--- config.mk ---
export PLATFORM = sky130hd
export DESIGN_NAME = oisc8_seq
export DESIGN_NICKNAME = d
export VERILOG_FILES = /design/src/rtl/oisc8_pkg.sv /design/src/rtl/oisc8_seq_branch.sv /design/src/rtl/oisc8_seq.sv
export SDC_FILE = /design/constraint.sdc
export NUM_CORES = 1
export LEC_CHECK = 0
export BUFFER_PORTS_ARGS = -buffer_cell sky130_fd_sc_hd__buf_4
export CAP_MARGIN = 20
export CORE_MARGIN = 8
export CORE_UTILIZATION = 40
export DETAILED_ROUTE_END_ITERATION = 8
export PLACE_DENSITY = 0.66
export SETUP_SLACK_MARGIN = 0.05
export SLEW_MARGIN = 20
export SYNTH_ARGS = -nofsm -noshare
export SYNTH_HDL_FRONTEND = slang
export SYNTH_SLANG_ARGS = --single-unit
export TNS_END_PERCENT = 50
--- constraint.sdc ---
create_clock -name clk -period 5 [get_ports clk]
set_clock_uncertainty 0.15 [all_clocks]
set_input_delay 0.5 -clock clk [delete_from_list [all_inputs] [get_ports clk]]
set_output_delay 0.5 -clock clk [all_outputs]
set_load 0.02 [all_outputs]
--- src/rtl/oisc8_pkg.sv ---
// Shared OISC8 types: instruction bus address maps, sequencer states and
// the fixed NOP/HALT encodings.
package oisc8_pkg;

  typedef enum logic [3:0] {
    DST_ACC0  = 4'h0,
    DST_ACC1  = 4'h1,
    DST_BRPT0 = 4'h2,
    DST_BRPT1 = 4'h3,
    DST_BRZ   = 4'h4,
    DST_REG0  = 4'h5
  } e_iaddr_dst;

  typedef enum logic [7:0] {
    SRC_NULL  = 8'h00,
    SRC_ACC0  = 8'h01,
    SRC_REG0R = 8'h10
  } e_iaddr_src;

  typedef enum logic [2:0] {
    IDLE,
    PRIME,
    RUN,
    STALL,
    FLUSH,
    HALT
  } e_seq_state;

  // dst 15 is unmapped on the IBus, so nothing reacts to these words
  localparam logic [3:0]  DST_NONE   = 4'hF;
  localparam logic [12:0] NOP_INSTR  = {1'b0, DST_NONE, SRC_NULL};
  localparam logic [12:0] HALT_INSTR = {1'b1, DST_NONE, 8'hFF};

endpackage

--- src/rtl/oisc8_seq_branch.sv ---
// Combinational decode of the issued word: BRZ taken, HALT, branch target.
module oisc8_seq_branch
  import oisc8_pkg::*;
#(
  parameter int unsigned PCWIDTH = 16,
  parameter int unsigned IWIDTH  = 13
) (
  input  logic [IWIDTH-1:0]  instr,
  input  logic [7:0]         bus_data,
  input  logic [PCWIDTH-1:0] brpt,
  output logic               br_taken,
  output logic               is_halt,
  output logic [PCWIDTH-1:0] br_target
);

  logic       imm;
  logic [3:0] dst;
  logic [7:0] src;
  logic [7:0] moved;

  always_comb begin
    imm       = instr[IWIDTH-1];
    dst       = instr[11:8];
    src       = instr[7:0];
    // immediate moves carry their value in the src field
    moved     = imm ? src : bus_data;
    br_taken  = (dst == DST_BRZ) && (moved == 8'h00);
    is_halt   = (instr == HALT_INSTR);
    br_target = brpt;
  end

endmodule

--- src/rtl/oisc8_seq.sv ---
// OISC8 instruction sequencer: fetches from a 1-cycle synchronous ROM and
// issues one move per cycle, handling BRZ, stall skid and HALT.
module oisc8_seq
  import oisc8_pkg::*;
#(
  parameter int unsigned        PCWIDTH  = 16,
  parameter int unsigned        IWIDTH   = 13,
  parameter logic [PCWIDTH-1:0] RESET_PC = '0
) (
  input  logic               clk,
  input  logic               rst,
  input  logic               start,
  input  logic [PCWIDTH-1:0] pc_start,
  input  logic               stall,
  output logic [PCWIDTH-1:0] rom_addr,
  input  logic [IWIDTH-1:0]  rom_data,
  output logic [IWIDTH-1:0]  instr,
  input  logic [7:0]         bus_data,
  input  logic [PCWIDTH-1:0] brpt,
  output logic [PCWIDTH-1:0] pc,
  output logic               running,
  output logic               halted
);

  e_seq_state         state_q, state_d;
  logic [PCWIDTH-1:0] rom_addr_q, rom_addr_d;
  logic [PCWIDTH-1:0] pc_q, pc_d;
  logic [IWIDTH-1:0]  skid_q, skid_d;
  logic               running_q, running_d;
  logic               halted_q, halted_d;
  logic               br_taken, is_halt;
  logic [PCWIDTH-1:0] br_target;

  // Issue mux: only RUN and a released STALL put a real word on the bus
  always_comb begin
    instr = NOP_INSTR;
    case (state_q)
      RUN:     if (!stall) instr = rom_data;
      STALL:   if (!stall) instr = skid_q;
      default: instr = NOP_INSTR;
    endcase
  end

  oisc8_seq_branch #(
    .PCWIDTH(PCWIDTH),
    .IWIDTH (IWIDTH)
  ) u_branch (
    .instr    (instr),
    .bus_data (bus_data),
    .brpt     (brpt),
    .br_taken (br_taken),
    .is_halt  (is_halt),
    .br_target(br_target)
  );

  always_comb begin
    state_d    = state_q;
    rom_addr_d = rom_addr_q;
    pc_d       = pc_q;
    skid_d     = skid_q;
    case (state_q)
      IDLE, HALT: begin
        if (start) begin
          rom_addr_d = pc_start;
          state_d    = PRIME;
        end
      end
      PRIME, FLUSH: begin
        pc_d       = rom_addr_q;
        rom_addr_d = rom_addr_q + PCWIDTH'(1);
        state_d    = RUN;
      end
      RUN, STALL: begin
        // Stalled words are not issued; the ROM output is parked in the skid
        // on entry and reissued (and decoded) once the stall drops.
        if (stall) begin
          if (state_q == RUN) skid_d = rom_data;
          state_d = STALL;
        end else if (is_halt) begin
          state_d = HALT;
        end else if (br_taken) begin
          rom_addr_d = br_target;
          state_d    = FLUSH;
        end else begin
          pc_d       = rom_addr_q;
          rom_addr_d = rom_addr_q + PCWIDTH'(1);
          state_d    = RUN;
        end
      end
      default: state_d = IDLE;
    endcase
    running_d = (state_d == PRIME) || (state_d == RUN) ||
                (state_d == STALL) || (state_d == FLUSH);
    halted_d  = (state_d == HALT);
  end

  always_ff @(posedge clk or posedge rst) begin
    if (rst) begin
      state_q    <= IDLE;
      rom_addr_q <= RESET_PC;
      pc_q       <= RESET_PC;
      skid_q     <= NOP_INSTR;
      running_q  <= 1'b0;
      halted_q   <= 1'b0;
    end else begin
      state_q    <= state_d;
      rom_addr_q <= rom_addr_d;
      pc_q       <= pc_d;
      skid_q     <= skid_d;
      running_q  <= running_d;
      halted_q   <= halted_d;
    end
  end

  assign rom_addr = rom_addr_q;
  assign pc       = pc_q;
  assign running  = running_q;
  assign halted   = halted_q;

endmodule

### After elaboration in Yosys (flattened, before gate mapping)

Index checks and enable logic that the tools add are counted.

* flip-flop bits (word level): 50
* output and inout port bits: 47
* input bits: 57

* muxes and demuxes: 18
* reduce and logical (&&, ||, !) cells: 14
* $add $sub $neg: 1
* equal/unequal tests: 16

Operator list (count)
* 16-bit two-way mux: 7
* 16-bit case mux with 3 select lines: 1
* 16-bit case mux with 2 select lines: 1
* 13-bit two-way mux: 2
* 13-bit case mux with 2 select lines: 1
* 16-bit by 1-bit adder with 16-bit output (second input constant): 1
* 13-bit == test (second input constant): 1
* 3-bit by 2-bit == test with 1-bit output (second input constant): 4
* 3-bit == test (second input constant): 4
* 3-bit two-way mux: 4
* 3-bit case mux with 3 select lines: 1
* 8-bit zero test: 1
* 8-bit two-way mux: 1
* 2-bit != test (second input constant): 4
* 4-bit AND reduction: 2
* 3-bit by 1-bit == test with 1-bit output (second input constant): 2
* 2-bit OR reduction: 3
* 4-bit by 3-bit == test with 1-bit output (second input constant): 1
* 3-bit zero test: 1
* 1-bit logical OR: 3
* 3-bit AND reduction: 1
* 3-bit nonzero test: 1
* 2-bit nonzero test: 1
* 1-bit logical AND: 1

### Logic depth before layout (Yosys ltp)

* depth in word-level cells: 13
* gate-level depth with buffers: 10

### Hierarchy

A second synthesis with hierarchy kept.

* cell total of the unflattened synthesis: 286
* area total of the unflattened synthesis: 2962.8 um^2

Modules (own cells, without submodules)
* oisc8_seq: instances 1, sequential area each 1256.2 um^2, cells an instance 257, area an instance 2762.6 um^2
* oisc8_seq_branch: instances 1, sequential area each 0.0 um^2, cells an instance 29, area an instance 200.2 um^2

### Worst setup path after synthesis

Ideal clock, no wire load.

* path type: input -> register
* start: input port stall
* end: register pc_q[0], in the netlist pc[0]
* data required time: 4.725 ns
* cell stages on the path: 8
* library setup time: 0.125 ns
* data arrival time: 2.734 ns
* setup slack: 1.991 ns
* cells stage by stage: or3b_2 nor2_1 o41ai_4 a21oi_2 and3b_1 buf_6 buf_6 mux2_4

* word-level cells in the longest chain between the ends: 7
* elaborated cells between the ends (all ways): 12

Ends and longest elaborated chain
* from (decl): RTL line oisc8_seq.sv:14 `input logic stall,`
* 13-bit two-way mux (on tied branches): RTL line oisc8_seq.sv:39, oisc8_seq.sv:38
* 13-bit case mux with 2 select lines (*): RTL line oisc8_seq.sv:37 `case (state_q)`
* via instr[5]: RTL line oisc8_seq.sv:17 `output logic [IWIDTH-1:0] instr,`
* 8-bit two-way mux: RTL line oisc8_seq_branch.sv:26 `moved = imm ? src : bus_data;`
* 8-bit zero test: RTL line oisc8_seq_branch.sv:27 `br_taken = (dst == DST_BRZ) && (moved == 8'h00);`
* 1-bit logical AND: RTL line oisc8_seq_branch.sv:27
* 2-bit != test (no source line)
* 4-bit AND reduction (no source line) (*)
* to (signal assigned): RTL line oisc8_seq.sv:108 `pc_q <= pc_d;`
* to (decl): RTL line oisc8_seq.sv:27 `logic [PCWIDTH-1:0] pc_q, pc_d;`

Mark *: on every way through the listed nets, which the timed path passes. The rest lies on a longest branch.
A chain may end at the register's enable or synchronous reset.

### Worst setup path in the final report

* start: register state_q[0]
* end: register pc_q[15], in the netlist pc[15]

* word-level cells in the longest chain between the ends: 7
* elaborated cells between the ends (all ways): 18

Ends and longest elaborated chain
* from (decl): RTL line oisc8_seq.sv:25 `e_seq_state state_q, state_d;`
* from (signal assigned): RTL line oisc8_seq.sv:106 `state_q <= state_d;`
* 3-bit by 2-bit == test with 1-bit output: RTL line oisc8_seq.sv:37, oisc8_seq.sv:61
* 13-bit case mux with 2 select lines: RTL line oisc8_seq.sv:37
* 8-bit two-way mux: RTL line oisc8_seq_branch.sv:26
* 8-bit zero test: RTL line oisc8_seq_branch.sv:27
* 1-bit logical AND: RTL line oisc8_seq_branch.sv:27
* 2-bit != test (no source line)
* 4-bit AND reduction (no source line)

Several ways; a longest one is shown, not always the timed one.

==> impl_metrics.csv <==
group,metric,value,unit
run_status,status,"finished, final reports clean",
logic_synthesis,synth_cells,304,
clock_network,path_clk_slew,0.11,ns
critical_path,cp_slowest_stage_delay,0.84,ns
logic_synthesis,ys.warnings.count,0,
sta,hold_ws,0.175,ns
logic_synthesis,syn_nets,362,
cells_and_area,drive_above_1_share,38.2,%
sta,worst_slew_pin_slew,0.859,ns
clock_network,hold_buffers,0,
critical_path,reg2regPathDepth,7,
logic_synthesis,ys_top_cells_by_count,"dfrtp_1, nor2_1, nand2_1, clkbuf_1",
routing,drtPass1Iterations,5,
clock_network,worstSkewPairLatency,0.32,ns
global_route,antenna_found_initial,0,
clock_network,cts_buffers,5,
global_route,grt_pass1_vias,2644,
cells_and_area,seqCellArea,1260,um^2
critical_path,worstSetupPathDepth,7,
sta,setup_violations,0,
global_route,grt_pass1_wl,13300,um
cells_and_area,post-route-util,52.4,%
floorplanning,fp.dieH,103,um
cells_and_area,multiInputGateArea,1670,um^2
logic_synthesis,avgSynthCellArea,10.0,um^2
clock_network,clock_path_buffers,2,
logic_synthesis,yosysTopAreaCell,"dfrtp_1",
cells_and_area,antenna_cells,0,
logic_synthesis,yosysUniqueCellTypes,55,
logic_synthesis,synthArstFlopShare,100,%
placed_design,io_buffer_count,103,
global_route,grt_overflow_total,0,
sta,period_minus_slack,3.88,ns
critical_path,critPathKind,"reg2reg",
critical_path,endpoint_kind,"register",
global_route,grt_start_max_net_pins,51,
logic_synthesis,synthFlopType,"dfrtp_1",
sta,finalMaxSlewViolations,0,
routing,ant_nets,0,
flow_run,drv_cap,0,
floorplanning,dieArea,10700,um^2
cells_and_area,nFillCells,697,
routing,totalWireLength,8430,um
critical_path,crit_chain,"mux2i_4 > or4b_4 > o41ai_4 > a21oi_2 > and3b_1 > buf_4 > mux2_1",
logic_synthesis,synth_edf_count,0,
pwr,p_per_area,318,nW/um^2
clock_network,h-tree-depth,2,
pwr,power.leakage,1.81,nW
logic_synthesis,ys_seq_elements,50,
routing,vias,2723,
floorplanning,die_w,103,um
critical_path,startpoint_type,"register",
critical_path,critPathMaxFanout,20,
critical_path,critPathTopFamily,"compound AO/OA/AOI/OAI gates",
clock_network,clock-sinks,50,
routing,viasPerCell,5.45,
placed_design,hpwl,6440,um
logic_synthesis,yosysSeqAreaShare,41.3,%
sta,rsz0062_at_grt,"false",
global_route,grtUsageTotal,15.9,%
clock_network,cts_tree,"yes",
placed_design,gp_congestion,0.837,
sta,fin_setup_tns,0,ns
critical_path,crit_buf_inv,1,
worst_hold_path,hold_path_class,"in2async",
floorplanning,core_area,7570,um^2
routing,drtIter0Drc,113,
sta,fin_crit_sh,77.7,%
cells_and_area,nets,455,
critical_path,worst_ep_required_time,5.05,ns
logic_synthesis,synth_top_area_share,37.8,%
clock_network,cts.root.buffer_cell,"clkbuf_8",
routing,drc,0,
sta,max_slew_margin,42.7,%
critical_path,cp_slowest_cell,"dfrtp_1",
clock_network,cts_resized,0,
logic_synthesis,synth.top_cells.by_area,"dfrtp_1, mux2_4, mux2_2, nor2_1, dfstp_2",
floorplanning,ios,104,
logic_synthesis,syn-cell-area,3040,um^2
routing,post_drt_wl_per_cell,16.9,um
sta,fmax,257,MHz
floorplanning,start_util,40.2,%
sta,hold_viol,0,
critical_path,arrival,3.94,ns
logic_synthesis,synth_most_common_cell,"dfrtp_1",
cells_and_area,areaGrowthSynthToFinish,30.2,%
floorplanning,rows,32,
pwr,peakVddDrop,134,uV
clock_network,post_cts_buffers,0,
[worst paths after layout]
kind	from	end	slack, ns
setup / recovery	state_q[0]$_DFF_PP0_	pc[15]$_DFFE_PP0P_	1.12
hold / removal	rst	skid_q[0]$_DFFE_PP0P_	0.17
setup reg to reg	state_q[0]$_DFF_PP0_	pc[15]$_DFFE_PP0P_	1.12
hold reg to reg	pc[13]$_DFFE_PP0P_	pc[13]$_DFFE_PP0P_	0.35
max in group asynchronous	rst	pc[14]$_DFFE_PP0P_	4.00
min in group clk	rom_data[5]	skid_q[5]$_DFFE_PP0P_	0.29
[kinds of logic (layout without fill, tap and decap cells)]
kind of cell	Yosys count	in the layout	share of synthesized area, %
compound gates	74	74	18.2
xor+xnor	3	3	0.863
fa+ha+maj	1	1	0.411
buf+inv	27	121	4.11
flops	50	50	41.3
mux	40	40	16.0
simple gates	109	109	19.2
[placed cells by master (no fill, tap or decap), drive strengths merged, types with 7 or more instances in the layout]
cell type and count:
o21ai 7, nor2 31, a221oi 9, nand3 9
nand2 16, dfrtp 46, mux2i 11, mux2 29
nor4 8, and2 10, a21oi 14, buf 106
[stage by stage]
stage	power [mW]	instance area [um^2]	setup slack, ns	std cells
2_1_floorplan	0.828	3040	1.99	304
3_3_place_gp	1.02	3870	1.29	492
3_5_place_dp	1.03	3870	1.13	492
4_1_cts	1.27	3960	1.12	500
5_1_grt	1.33	3960	0.915	500
6_report	1.26	3960	1.12	500
[power breakdown]
| part | switching [mW] | leakage [nW] | internal (mW) |
|---|---|---|---|
| clock network | 0.145 | 0.0441 | 0.0987 |
| logic | 0.216 | 1.18 | 0.226 |
| registers | 0.0912 | 0.582 | 0.481 |
| total | 0.453 | 1.81 | 0.806 |
[per-layer routing]
layer | up-vias | share of wire [%] | track usage (%)
met5 | - | 0 | 0
li1 | 1327 | - | -
met1 | 1305 | 42 | 20.1
met2 | 80 | 50 | 26.8
met3 | 11 | 6.1 | 3.55
met4 | 0 | 1.3 | 4.12
[final cells by class]
cell class	count	share of cell area, %
clock buffer	5	1.74
clock inverter	3	0.537
inverter	7	0.695
multi-input combinational	227	42.0
sequential	50	31.7
tap	102	3.22
timing repair buffer	106	20.1
[state kept, by name, summed over array words and instances, names as in the netlist]
name,cells
running,1
skid_q,13
rom_addr,16
pc,16
state_q,3
halted,1
[worst reg2reg max path: stages, from the launching register on]
cell,delay (ns)
dfrtp_1,0.84
mux2i_4,0.36
or4b_4,0.50
o41ai_4,0.64
a21oi_2,0.36
and3b_1,0.35
buf_4,0.24
mux2_1,0.36
Power figures use the tool's default switching activity.
